## config.mk

```make
export PLATFORM = sky130hd
export DESIGN_NAME = aes_round_dma_sequencer
export DESIGN_NICKNAME = d
export VERILOG_FILES = /design/src/rtl/aes_dma_pkg.sv /design/src/rtl/aes_round_dma_sequencer_dma_req_port.sv /design/src/rtl/aes_round_dma_sequencer.sv
export SDC_FILE = /design/constraint.sdc
export NUM_CORES = 1
export LEC_CHECK = 0
export ABC_AREA = 1
export BUFFER_PORTS_ARGS = -buffer_cell sky130_fd_sc_hd__buf_4
export CAP_MARGIN = 0
export CORE_AREA = 2 2 307 309
export DETAILED_ROUTE_END_ITERATION = 8
export DIE_AREA = 0 0 309 311
export HOLD_SLACK_MARGIN = 0.05
export PLACE_DENSITY_LB_ADDON = 0.12
export REMOVE_ABC_BUFFERS = 1
export SLEW_MARGIN = 10
export SYNTH_ARGS = -nofsm -noshare
export SYNTH_HDL_FRONTEND = slang
export SYNTH_SLANG_ARGS = --single-unit
```

## constraint.sdc

```tcl
create_clock -name clk -period 34.1 [get_ports clk]
set_clock_uncertainty 0.1 [all_clocks]
set_input_delay 1.705 -clock clk [delete_from_list [all_inputs] [get_ports clk]]
set_output_delay 1.705 -clock clk [all_outputs]
set_load 0.02 [all_outputs]
```

## src/rtl/aes_dma_pkg.sv

```systemverilog
// Shared types and encodings for the AES round DMA sequencer.
package aes_dma_pkg;

    typedef enum logic [2:0] {
        S_IDLE,
        S_LD_PT,
        S_LD_RK,
        S_RND,
        S_ST,
        S_FINISH,
        S_ERROR
    } seq_state_t;

    localparam logic DMA_LOAD  = 1'b0;
    localparam logic DMA_STORE = 1'b1;
    localparam logic SRC_ROM   = 1'b0;
    localparam logic SRC_RAM   = 1'b1;

endpackage

```

## src/rtl/aes_round_dma_sequencer_dma_req_port.sv

```systemverilog
// DMA request port: registered request fields, start pulse, done edge detect
// and the shared wait timeout counter.
module dma_req_port
    import aes_dma_pkg::*;
#(
    parameter int DATA_WIDTH = 128,
    parameter int ADDR_WIDTH = 4,
    parameter int TIMEOUT    = 64
) (
    input  logic                  clk,
    input  logic                  rst,
    input  logic                  req,
    input  logic                  req_mode,
    input  logic                  req_src,
    input  logic [ADDR_WIDTH-1:0] req_addr,
    input  logic [DATA_WIDTH-1:0] req_wdata,
    input  logic                  tmo_clr,
    input  logic                  tmo_en,
    input  logic                  dma_done,
    output logic                  dma_start,
    output logic                  dma_mode,
    output logic                  dma_src_sel,
    output logic [ADDR_WIDTH-1:0] dma_addr,
    output logic [DATA_WIDTH-1:0] dma_wdata,
    output logic                  cmpl,
    output logic                  timeout
);

    localparam int TW = $clog2(TIMEOUT + 1);

    logic          done_q;
    logic [TW-1:0] tmo_cnt;

    // Fields only change on a new request, so they stay put until completion.
    always_ff @(posedge clk or posedge rst) begin
        if (rst) begin
            dma_start   <= 1'b0;
            dma_mode    <= DMA_LOAD;
            dma_src_sel <= SRC_ROM;
            dma_addr    <= '0;
            dma_wdata   <= '0;
            done_q      <= 1'b0;
            tmo_cnt     <= '0;
        end else begin
            dma_start <= req;
            done_q    <= dma_done;
            if (req) begin
                dma_mode    <= req_mode;
                dma_src_sel <= req_src;
                dma_addr    <= req_addr;
                dma_wdata   <= req_wdata;
            end
            if (tmo_clr || !tmo_en) tmo_cnt <= '0;
            else                    tmo_cnt <= tmo_cnt + 1'b1;
        end
    end

    // Rising edge only: a sticky done level counts once.
    assign cmpl    = dma_done & ~done_q;
    assign timeout = tmo_en & ~tmo_clr & (tmo_cnt == TW'(TIMEOUT - 1));

endmodule

```

## src/rtl/aes_round_dma_sequencer.sv

```systemverilog
// Sequences one AES-128 encryption over the DMA port and the round engine.
module aes_round_dma_sequencer
    import aes_dma_pkg::*;
#(
    parameter int DATA_WIDTH = 128,
    parameter int ADDR_WIDTH = 4,
    parameter int NUM_ROUNDS = 10,
    parameter int PT_ADDR    = 0,
    parameter int RES_BASE   = 1,
    parameter int TIMEOUT    = 64
) (
    input  logic                  clk,
    input  logic                  rst,
    input  logic                  op_start,
    output logic                  busy,
    output logic                  op_done,
    output logic                  op_err,
    output logic [DATA_WIDTH-1:0] ciphertext,
    output logic                  dma_start,
    output logic                  dma_mode,
    output logic                  dma_src_sel,
    output logic [ADDR_WIDTH-1:0] dma_addr,
    output logic [DATA_WIDTH-1:0] dma_wdata,
    input  logic                  dma_done,
    input  logic [DATA_WIDTH-1:0] dma_rdata,
    output logic                  rnd_start,
    output logic [3:0]            rnd_idx,
    output logic [DATA_WIDTH-1:0] rnd_state,
    output logic [DATA_WIDTH-1:0] rnd_key,
    input  logic                  rnd_done,
    input  logic [DATA_WIDTH-1:0] rnd_result,
    output logic [2:0]            dbg_state
);

    // Handshakes: dma_start/rnd_start pulse for one cycle on entry to the
    // waiting state; the request is complete on the rising edge of dma_done
    // (or on the rnd_done pulse), and only one request is ever outstanding.

    seq_state_t            fsm_q, fsm_nxt;
    logic [3:0]            round_q, round_nxt;
    logic [DATA_WIDTH-1:0] blk_q, blk_nxt, key_q, key_nxt, ct_q, ct_nxt;
    logic                  rnd_start_q, rnd_req;
    logic                  dma_req, req_mode, req_src;
    logic [ADDR_WIDTH-1:0] req_addr;
    logic [DATA_WIDTH-1:0] req_wdata;
    logic                  cmpl, timeout, waiting;

    always_ff @(posedge clk or posedge rst) begin
        if (rst) begin
            fsm_q       <= S_IDLE;
            round_q     <= '0;
            blk_q       <= '0;
            key_q       <= '0;
            ct_q        <= '0;
            rnd_start_q <= 1'b0;
        end else begin
            fsm_q       <= fsm_nxt;
            round_q     <= round_nxt;
            blk_q       <= blk_nxt;
            key_q       <= key_nxt;
            ct_q        <= ct_nxt;
            rnd_start_q <= rnd_req;
        end
    end

    always_comb begin
        fsm_nxt   = fsm_q;
        round_nxt = round_q;
        blk_nxt   = blk_q;
        key_nxt   = key_q;
        ct_nxt    = ct_q;
        rnd_req   = 1'b0;
        dma_req   = 1'b0;
        req_mode  = DMA_LOAD;
        req_src   = SRC_ROM;
        req_addr  = '0;
        req_wdata = '0;
        case (fsm_q)
            S_IDLE: if (op_start) begin
                fsm_nxt   = S_LD_PT;
                round_nxt = '0;
                dma_req   = 1'b1;
                req_src   = SRC_RAM;
                req_addr  = ADDR_WIDTH'(PT_ADDR);
            end
            S_LD_PT: if (cmpl) begin
                blk_nxt  = dma_rdata;
                fsm_nxt  = S_LD_RK;
                dma_req  = 1'b1;
                req_addr = ADDR_WIDTH'(round_q);
            end else if (timeout) fsm_nxt = S_ERROR;
            S_LD_RK: if (cmpl) begin
                key_nxt = dma_rdata;
                fsm_nxt = S_RND;
                rnd_req = 1'b1;
            end else if (timeout) fsm_nxt = S_ERROR;
            S_RND: if (rnd_done) begin
                // The round result becomes the working state for the next round.
                blk_nxt   = rnd_result;
                fsm_nxt   = S_ST;
                dma_req   = 1'b1;
                req_mode  = DMA_STORE;
                req_src   = SRC_RAM;
                req_addr  = ADDR_WIDTH'(RES_BASE) + ADDR_WIDTH'(round_q);
                req_wdata = rnd_result;
            end else if (timeout) fsm_nxt = S_ERROR;
            S_ST: if (cmpl) begin
                if (round_q == 4'(NUM_ROUNDS)) begin
                    fsm_nxt = S_FINISH;
                    ct_nxt  = blk_q;
                end else begin
                    round_nxt = round_q + 4'd1;
                    fsm_nxt   = S_LD_RK;
                    dma_req   = 1'b1;
                    req_addr  = ADDR_WIDTH'(round_q + 4'd1);
                end
            end else if (timeout) fsm_nxt = S_ERROR;
            S_FINISH: fsm_nxt = S_IDLE;
            S_ERROR:  fsm_nxt = S_IDLE;
            default:  fsm_nxt = S_IDLE;
        endcase
    end

    assign waiting = (fsm_q == S_LD_PT) || (fsm_q == S_LD_RK) ||
                     (fsm_q == S_RND)   || (fsm_q == S_ST);

    dma_req_port #(
        .DATA_WIDTH(DATA_WIDTH),
        .ADDR_WIDTH(ADDR_WIDTH),
        .TIMEOUT   (TIMEOUT)
    ) u_port (
        .clk        (clk),
        .rst        (rst),
        .req        (dma_req),
        .req_mode   (req_mode),
        .req_src    (req_src),
        .req_addr   (req_addr),
        .req_wdata  (req_wdata),
        .tmo_clr    (dma_start | rnd_start_q),
        .tmo_en     (waiting),
        .dma_done   (dma_done),
        .dma_start  (dma_start),
        .dma_mode   (dma_mode),
        .dma_src_sel(dma_src_sel),
        .dma_addr   (dma_addr),
        .dma_wdata  (dma_wdata),
        .cmpl       (cmpl),
        .timeout    (timeout)
    );

    assign busy       = (fsm_q != S_IDLE);
    assign op_done    = (fsm_q == S_FINISH);
    assign op_err     = (fsm_q == S_ERROR);
    assign ciphertext = ct_q;
    assign rnd_start  = rnd_start_q;
    assign rnd_idx    = round_q;
    assign rnd_state  = blk_q;
    assign rnd_key    = key_q;
    assign dbg_state  = fsm_q;

endmodule

```

==> qor.yml, run 1 <==
min_period_over_period_pct: 13.19
floorplan.die.width_um: 309
worst_setup_hold_path_clk_slew_ps: 60
num_cts_buffers: 67
worst_slew_pin_slew_ps: 1117
pin_count_of_the_biggest_net_entering_global_routing: 188
worst_r2r_path_depth: 10
clock_power_share_pct: 26.4
cts.path.max_buffers: 3
synth_seq_area_share_pct: 62.90
post_detailed_route_wirelength_per_cell_um: 19.83
switching_share_pct: 39.93
power.net_switching_uw: 1089
synth_largest_area_cell: "sky130_fd_sc_hd__dfrtp_1"
total_wirelength_of_the_detailed_routed_design_um: 86850
layoutNonFillerInstCount: 4379
port-buffer-count: 790
grt_use_met1_pct: 19.94
timing.rr.end: "rnd_state[1]"
number_of_enable_flip_flop_cells_after_synthesis: 0
rsz0062_at_grt: "no"
critical_path.startpoint: "rst"
number_of_maximum_capacitance_constraint_violations: 0
cp-end-kind: "asynchronous set/reset pin"
die_area_mm2: 0.09610
placed_instances: 4259
asyncSetResetFlopFracSynth_pct: 100.0
post_detailed_placement_half_perimeter_wirelength_um: 59950
num_rows: 112
detailedRoute.firstIterationViolations: 1032
tritoncts_num_sinks: 535
cts_root_buf: "sky130_fd_sc_hd__clkbuf_16"
worst_hold_path_type: "flip-flop to flip-flop"
synth.distinct_cells: 27
grt_use_met3_pct: 5.524
critical_path_class: "input pin to asynchronous set/reset pin"
grt_usage_pct: 17.66
vertical_extent_of_the_die_um: 311
slew_hr_pct: 25.52
count_of_state_elements_after_synthesis: 535
pwr-share-comb_pct: 38.3
regToRegStartpoint: "dbg_state[2]"
setup_total_negative_slack_ps: 0
fin_hold_ws_ps: 368.4
total_leakage_power_uw: 0.01579
pwr_density_cell_mw_per_mm2: 88.94
netlist_area_mm2: 0.02128
arrival_ps: 4960
core_area_mm2: 0.09277
finalSetupViolCount: 0
antenna_found_initial: 5
clock_tree_from_tritoncts: "yes"
ir_worst_vdd_v: 0.00006787
global_route.usage.met2_pct: 31.51
floorplan.io_pins: 791
regToRegSetupSlack_ps: 30230
final_period_minus_worst_setup_slack_ps: 4499
drt-vias-per-instance: 4.267
maximum_frequency_from_static_timing_analysis_ghz: 0.2223
seq_power_share_pct: 35.3
vias_in_the_first_global_route: 19535
cell_internal_pwr_uw: 1638
area_added_between_synthesis_and_finish_pct: 44.10
report.final.hold_viol_count: 0
fin_area_mm2: 0.03067
floorplan.initialDensity_pct: 22.94
worst_setup_path_start_kind: "input pin"
yosys_most_used_dff: "sky130_fd_sc_hd__dfrtp_1"
placed_cell_area_mm2: 0.02844
global_route.overflow_total: 0
clock_latency_ps: 610
crit_path_end: "u_port.dma_wdata[111]"
timing_max_transition_violations_final: 0
yosysWarningCount: 0
synthDominantCellAreaShare_pct: 62.90
final_antenna_net_count: 0
synth_area_leaders: "sky130_fd_sc_hd__dfrtp_1 63%, sky130_fd_sc_hd__nand2_1 14%, sky130_fd_sc_hd__o21ai_0 8.5%"
cts_setup_buffers: 0
syn_area_per_cell_um2: 9.111
ys_top_cells_by_count: "812 x sky130_fd_sc_hd__nand2_1, 535 x sky130_fd_sc_hd__dfrtp_1, 362 x sky130_fd_sc_hd__o21ai_0, 276 x sky130_fd_sc_hd__inv_1, 129 x sky130_fd_sc_hd__o211ai_1"
firstDrtPassIters: 6
final_nets: 3338
run_status: "finished, final reports clean"
worstPathRequired_ps: 34560
grt_pass1_wl_um: 128200
peak_usage_layer_in_the_global_routing_report: "met2"
cts_hold_buffers_added: 0
synth_most_common_cell: "sky130_fd_sc_hd__nand2_1"
gp_routability_congestion: 0.8181
synthCells: 2336
layout-drive-gt1-share_pct: 29.60
ctsHtreeMaxLevel: 3
power.total_uw: 2728
drcViolationCount: 0
cp_max_fo: 144
cts.repair.resized: 0
vias: 18685
worst_hold_startpoint: "u_port.tmo_cnt[0]"
-- power by group through the flow --
stage                     clock network (uW)  logic (uW)  registers (uW)
after floorplan                            0         286            1200
after CTS                                745        1070             965
after detailed placement                   0        1070             971
after global routing                     771        1130             988
final                                    720        1040             963
after global placement                     0        1060             970
-- placed cells by master, fill, tap and decap left out, types with 2 or more instances in the layout --
master / count
sky130_fd_sc_hd__nor3_1: 2
sky130_fd_sc_hd__a22oi_1: 2
sky130_fd_sc_hd__nand2_1: 809
sky130_fd_sc_hd__ha_1: 3
sky130_fd_sc_hd__clkinv_8: 2
sky130_fd_sc_hd__inv_8: 2
sky130_fd_sc_hd__inv_1: 274
sky130_fd_sc_hd__bufinv_16: 4
sky130_fd_sc_hd__inv_16: 2
sky130_fd_sc_hd__o211ai_1: 129
sky130_fd_sc_hd__dfrtp_1: 535
sky130_fd_sc_hd__o21ai_1: 33
sky130_fd_sc_hd__nor2_4: 3
sky130_fd_sc_hd__nor2_1: 11
sky130_fd_sc_hd__buf_4: 806
sky130_fd_sc_hd__a21oi_1: 5
sky130_fd_sc_hd__clkbuf_8: 12
sky130_fd_sc_hd__nand3_1: 11
sky130_fd_sc_hd__nand2_4: 3
sky130_fd_sc_hd__clkinv_2: 8
sky130_fd_sc_hd__clkbuf_1: 17
sky130_fd_sc_hd__clkbuf_16: 68
sky130_fd_sc_hd__buf_12: 3
sky130_fd_sc_hd__o21ai_0: 362
sky130_fd_sc_hd__inv_2: 3
sky130_fd_sc_hd__diode_2: 3
-- layer usage --
metal | vias up | share of wire (%)
met5 | - | 0.013
met4 | 2 | 2.6
met3 | 123 | 8.2
met2 | 557 | 51
met1 | 9108 | 38
li1 | 8895 | -
-- worst max-delay path, stage by stage --
cell and delay [ps]:
sky130_fd_sc_hd__buf_4 130, sky130_fd_sc_hd__inv_8 560, sky130_fd_sc_hd__buf_4 800, sky130_fd_sc_hd__buf_12 680, sky130_fd_sc_hd__buf_4 890
-- cell type report --
class | count | area [um2]
fillers | 9877 | 62100
diodes | 3 | 7.507
well taps | 1254 | 1569
repair buffers | 809 | 6111
multi-input cells | 1382 | 6316
inverters | 279 | 1057
flip-flops and latches | 535 | 13390
clock inverters | 20 | 290.3
clock buffers | 97 | 1931
-- logic make-up (layout without fill, tap and decap cells) --
family / count (synthesis) / in the layout / share of synthesized area (%)
buf+inv: 419 / 1205 / 7.584
compound gates: 533 / 533 / 14.11
other cells: 0 / 3 / 0
simple gates: 844 / 844 / 15.14
fa+ha+maj: 3 / 3 / 0.1764
xor+xnor: 2 / 2 / 0.08232
flops: 535 / 535 / 62.90
-- how the worst min path moves through the flow --
| stage | to | slack, ps | depth (start not counted) |
|---|---|---|---|
| floorplan | u_port.tmo_cnt[0] | 330 | 1 |
| global placement | u_port.tmo_cnt[0] | 350 | 1 |
| detailed placement | u_port.tmo_cnt[0] | 350 | 1 |
| CTS | u_port.tmo_cnt[0] | 360 | 1 |
| global route | u_port.tmo_cnt[0] | 390 | 1 |
| finish | u_port.tmo_cnt[0] | 370 | 1 |
-- registers in the layout, indices dropped and copies added (netlist names) --
name,count
ciphertext,128
rnd_key,128
rnd_state,128
u_port.dma_wdata,128
u_port.tmo_cnt,7
rnd_idx,4
u_port.dma_addr,4
dbg_state,3
rnd_start,1
u_port.dma_mode,1
u_port.dma_src_sel,1
u_port.dma_start,1
u_port.done_q,1
-- per-stage QoR --
step           utilization [%]  setup slack [ps]
4_1_cts                  33.05             29350
5_1_grt                  33.06             28980
3_3_place_gp             30.66             28730
6_report                 33.06             29600
2_1_floorplan                -             17340
3_5_place_dp             30.66             28680
No activity file was read; power rests on OpenSTA's default activity.
==> run 2, diff against run 1 <==
CORE_AREA = 2 2 306 308   (was 2 2 307 309)
DIE_AREA = 0 0 308 310   (was 0 0 309 311)
clock period = 4.71 ns   (was 34.1 ns; I/O delays follow)
==> qor.yml, run 2 (synthesized netlist as in run 1, its figures left out) <==
grt_usage_pct: 17.73
multi_input_area_mm2: 0.006316
cp_slowest_stage_delay_ps: 760
final_period_minus_worst_setup_slack_ps: 2820
drcViolationCount: 0
global_route.overflow_total: 0
gp_routability_congestion: 0.8340
fillers: 9550
num_rows: 112
cts.path.max_buffers: 3
antenna_found_initial: 2
rsz0062_at_grt: "no"
floorplan.die.width_um: 308
pin_count_of_the_biggest_net_entering_global_routing: 130
port-buffer-count: 790
arrival_ps: 3180
run_status: "finished, final reports clean"
seqCellArea_mm2: 0.01339
layout_commonest_cell: "sky130_fd_sc_hd__nand2_1"
worst_hold_path_type: "input pin to asynchronous set/reset pin"
post_detailed_route_wirelength_per_cell_um: 19.02
maximum_frequency_from_static_timing_analysis_ghz: 0.3546
worst_setup_hold_path_clk_slew_ps: 60
clock_tree_from_tritoncts: "yes"
total_wirelength_of_the_detailed_routed_design_um: 87340
critical_path.slowest_cell: "sky130_fd_sc_hd__buf_4"
cts_root_buf: "sky130_fd_sc_hd__clkbuf_16"
vias: 19743
fin_area_mm2: 0.03335
num_cts_buffers: 67
path_common_cell: "sky130_fd_sc_hd__nand2_1"
final_cell_mix: "809 x sky130_fd_sc_hd__nand2_1, 807 x sky130_fd_sc_hd__buf_4, 535 x sky130_fd_sc_hd__dfrtp_1, 362 x sky130_fd_sc_hd__o21ai_0, 274 x sky130_fd_sc_hd__inv_1"
floorplan.initialDensity_pct: 23.01
grt_pass1_wl_um: 129100
area_added_between_synthesis_and_finish_pct: 56.71
firstDrtPassIters: 5
vertical_extent_of_the_die_um: 310
number_of_maximum_capacitance_constraint_violations: 0
pwr_density_cell_mw_per_mm2: 598.4
final_antenna_net_count: 0
cp-end-kind: "flip-flop"
vias_in_the_first_global_route: 20369
post_detailed_placement_half_perimeter_wirelength_um: 59260
min_period_over_period_pct: 59.87
tritoncts_num_sinks: 535
ir_worst_vdd_v: 0.0002788
final_nets: 3607
timing_max_transition_violations_final: 0
cts_setup_buffers: 0
critical_path_class: "flip-flop to flip-flop"
total_leakage_power_uw: 0.01696
critical_path.cell_chain: "inv_2, nand2_1, nor2_4, buf_12, buf_4, nand2_1, o211ai_1, o21ai_0"
cp_max_fo: 122
finalSetupViolCount: 0
clock_latency_ps: 600
floorplan.io_pins: 791
worst_slew_pin_slew_ps: 836.8
layout-drive-gt1-share_pct: 27.54
report.final.hold_viol_count: 0
core_area_mm2: 0.09249
slew_hr_pct: 44.21
ctsHtreeMaxLevel: 3
detailedRoute.firstIterationViolations: 1283
worstPathRequired_ps: 5070
placed_cell_area_mm2: 0.02854
drt-vias-per-instance: 4.300
die_area_mm2: 0.09548
worst_setup_path_start_kind: "flip-flop"
fin_hold_ws_ps: 223.0
regToRegSetupSlack_ps: 1890
-- run 2: changes by cell type in the layout (fill, tap and decap cells not counted), sizes merged --
| cell | before | now |
|---|---|---|
| diode | 3 | 2 |
| clkbuf | 97 | 101 |
| dlygate4sd3 | 0 | 260 |
| buf | 809 | 818 |
| bufinv | 4 | 2 |
| inv | 283 | 282 |
-- run 2: cell type report --
class / instances / share of cell area (%)
Tap cell: 1197 / 4.490
Sequential cell: 535 / 40.14
Clock inverter: 17 / 0.6677
Clock buffer: 101 / 5.953
Multi-Input combinational cell: 1382 / 18.94
Antenna cell: 2 / 0.01501
Timing Repair Buffer: 1078 / 26.63
Inverter: 279 / 3.170
-- run 2: routing by layer --
metal  global-route usage (%)  part of all wire [%]  up-vias  wire, um
li1                         -                     -     9424         -
met1                    20.55                    39     9551     34320
met2                    30.97                    50      610     43540
met3                    4.952                   6.9      158      6007
met4                    6.943                   4.0        0      3475
met5                        0                     0        -         0
-- run 2: timing repair --
action                                 4_1_cts  5_1_grt
hold buffers                               260        0
resized for setup                            0        0
endpoints found under the hold margin      478        0
-- run 2: per-stage QoR --
stage	utilization [%]	setup TNS [ps]	power [uW]	cells	setup slack [ps]
after floorplan	-	-8208990	10740	2196	-10580
after global placement	30.86	0	14680	4211	1990
after detailed placement	30.86	0	14750	4211	1977
after CTS	36.06	0	20300	4589	1957
after global routing	36.06	0	21160	4591	1647
final	36.06	0	19960	4591	1890
-- run 2: final timing paths --
check,start,depth (start not counted),end
max in group asynchronous,rst,4,u_port.dma_addr[0]
max reg2reg,dbg_state[2],8,rnd_state[36]
min reg2reg,u_port.tmo_cnt[0],1,u_port.tmo_cnt[0]
min,rst,3,rnd_key[13]
max,dbg_state[2],8,rnd_state[36]
min in group clk,dma_done,2,u_port.done_q
-- run 2: critical path: cells and delay by family (launching register included) --
family | cells | cell delay, ps
compound gates | 2 | 250
flops | 1 | 400
buf+inv | 3 | 1350
simple gates | 3 | 390
-- run 2: power by group --
part           switching, uW  internal, uW
clock                   2150          3050
combinational           4940          2890
sequential               875          6060
total                   7960         12000
==> run 3, diff against run 2 <==
CORE_AREA = 2 2 305 307   (was 2 2 306 308)
DIE_AREA = 0 0 307 309   (was 0 0 308 310)
clock period = 2.3 ns   (was 4.71 ns; I/O delays follow)
==> qor.yml, run 3 (synthesized netlist as in run 1, its figures left out) <==
floorplan.initialDensity_pct: 23.29
worst_setup_hold_path_clk_slew_ps: 60
min_delay_worst_endpoint: "u_port.done_q"
worst_r2r_path_depth: 9
final_cell_mix: "847 x sky130_fd_sc_hd__buf_4, 809 x sky130_fd_sc_hd__nand2_1, 533 x sky130_fd_sc_hd__dfrtp_1, 362 x sky130_fd_sc_hd__o21ai_0, 274 x sky130_fd_sc_hd__inv_1"
detailedRoute.firstIterationViolations: 1242
run_status: "finished, final reports clean"
post_detailed_placement_half_perimeter_wirelength_um: 63170
setup_total_negative_slack_ps: 0
rsz0062_at_grt: "no"
holdPathStages: 2
area_added_between_synthesis_and_finish_pct: 59.96
floorplan.io_pins: 791
min_period_over_period_pct: 92.38
slew_hr_pct: 35.96
maximum_frequency_from_static_timing_analysis_ghz: 0.4706
layout-drive-gt1-share_pct: 28.88
final_antenna_net_count: 0
critical_path.top_delay_family: "buffers and inverters"
clock_latency_ps: 600
timing.rr.end: "rnd_state[9]"
clock_tree_from_tritoncts: "yes"
critical_path_class: "flip-flop to flip-flop"
final_nets: 3665
fillers: 9337
critical_path.slowest_cell: "sky130_fd_sc_hd__dfrtp_1"
report.final.hold_viol_count: 0
global_route.overflow_total: 0
worst_slew_pin_slew_ps: 960.6
cts.path.max_buffers: 3
grt_usage_pct: 17.89
layout_commonest_cell: "sky130_fd_sc_hd__buf_4"
placed_instances: 4256
num_rows: 111
worstPathBufferInverterCount: 4
firstDrtPassIters: 6
cts_setup_buffers: 0
cp-end-kind: "flip-flop"
cp_max_fo: 42
layoutNonFillerInstCount: 4641
vias_in_the_first_global_route: 20985
vertical_extent_of_the_die_um: 309
final_period_minus_worst_setup_slack_ps: 2125
num_cts_buffers: 67
die_area_mm2: 0.09486
worstPathRequired_ps: 2690
vias: 20043
pwr_density_cell_mw_per_mm2: 1220
drt-vias-per-instance: 4.319
timing_max_transition_violations_final: 0
cts_root_buf: "sky130_fd_sc_hd__clkbuf_16"
critical_path.cell_chain: "inv_1, nand2_1, nor2_4, inv_1, nand2_4, buf_12, buf_12, o211ai_1, o21ai_0"
ctsHtreeMaxLevel: 3
total_leakage_power_uw: 0.01734
port-buffer-count: 790
regToRegSetupSlack_ps: 180
worst_hold_startpoint: "dma_done"
worst_hold_path_type: "input pin to flip-flop"
cp_slowest_stage_delay_ps: 450
worst_setup_path_start_kind: "flip-flop"
ir_worst_vdd_v: 0.0005527
drcViolationCount: 0
finalSetupViolCount: 0
pin_count_of_the_biggest_net_entering_global_routing: 109
regToRegStartpoint: "dbg_state[1]"
number_of_maximum_capacitance_constraint_violations: 0
grt_pass1_wl_um: 129800
post_detailed_route_wirelength_per_cell_um: 18.89
arrival_ps: 2520
floorplan.die.width_um: 307
gp_routability_congestion: 0.8326
total_wirelength_of_the_detailed_routed_design_um: 87650
core_area_mm2: 0.09139
antenna_found_initial: 4
tritoncts_num_sinks: 535
-- run 3: per-stage QoR --
| step | util, % | area, um2 | setup slack, ps | hold WS [ps] | total power, uW |
|---|---|---|---|---|---|
| 2_1_floorplan | - | 20720 | -12870 | 46.43 | 21990 |
| 3_3_place_gp | 31.88 | 29130 | 133.7 | 86.55 | 30440 |
| 3_5_place_dp | 31.88 | 29130 | 123.0 | 84.83 | 30580 |
| 4_1_cts | 37.21 | 34010 | 80.86 | 97.22 | 42150 |
| 5_1_grt | 37.25 | 34040 | 10.20 | 143.9 | 44000 |
| 6_report | 37.25 | 34040 | 175.2 | 156.0 | 41550 |
-- run 3: where the power goes --
part / switching, uW / internal [uW]
combinational: 10100 / 6310
sequential: 1840 / 12400
clock: 4260 / 6570
-- run 3: metal layers --
layer	global-route usage, %	wire length, um
met1	20.09	33520
met2	31.87	44480
met3	4.953	6200
met4	7.408	3427
met5	0	23
-- run 3: repair_timing --
item | CTS | global route
endpoints found under the setup margin | 0 | 107
resized for setup | 0 | 7
hold endpoints to repair | 775 | 0
hold buffers | 261 | 0
-- run 3: area by class of cell --
class / count / area [um2] / share of cell area, %
clock buffer: 95 / 1936 / 5.686
sequential: 535 / 13390 / 39.33
timing repair buffer: 1136 / 9523 / 27.97
inverter: 279 / 1060 / 3.113
clock inverter: 25 / 325.3 / 0.9556
tap: 1186 / 1484 / 4.359
multi-input combinational: 1382 / 6319 / 18.56
antenna: 3 / 7.507 / 0.02205
-- run 3: worst max path at each step --
| stage | slack (ps) | to | from | depth (start not counted) |
|---|---|---|---|---|
| after floorplan | -12870 | ciphertext[0] | rst | 1 |
| after global placement | 130 | u_port.dma_wdata[83] | rnd_idx[1] | 8 |
| after detailed placement | 120 | u_port.dma_wdata[71] | rnd_idx[1] | 8 |
| after CTS | 80 | u_port.dma_wdata[41] | dbg_state[0] | 9 |
| after global routing | 10 | u_port.dma_wdata[26] | rnd_idx[2] | 8 |
| final | 180 | rnd_state[9] | dbg_state[1] | 9 |
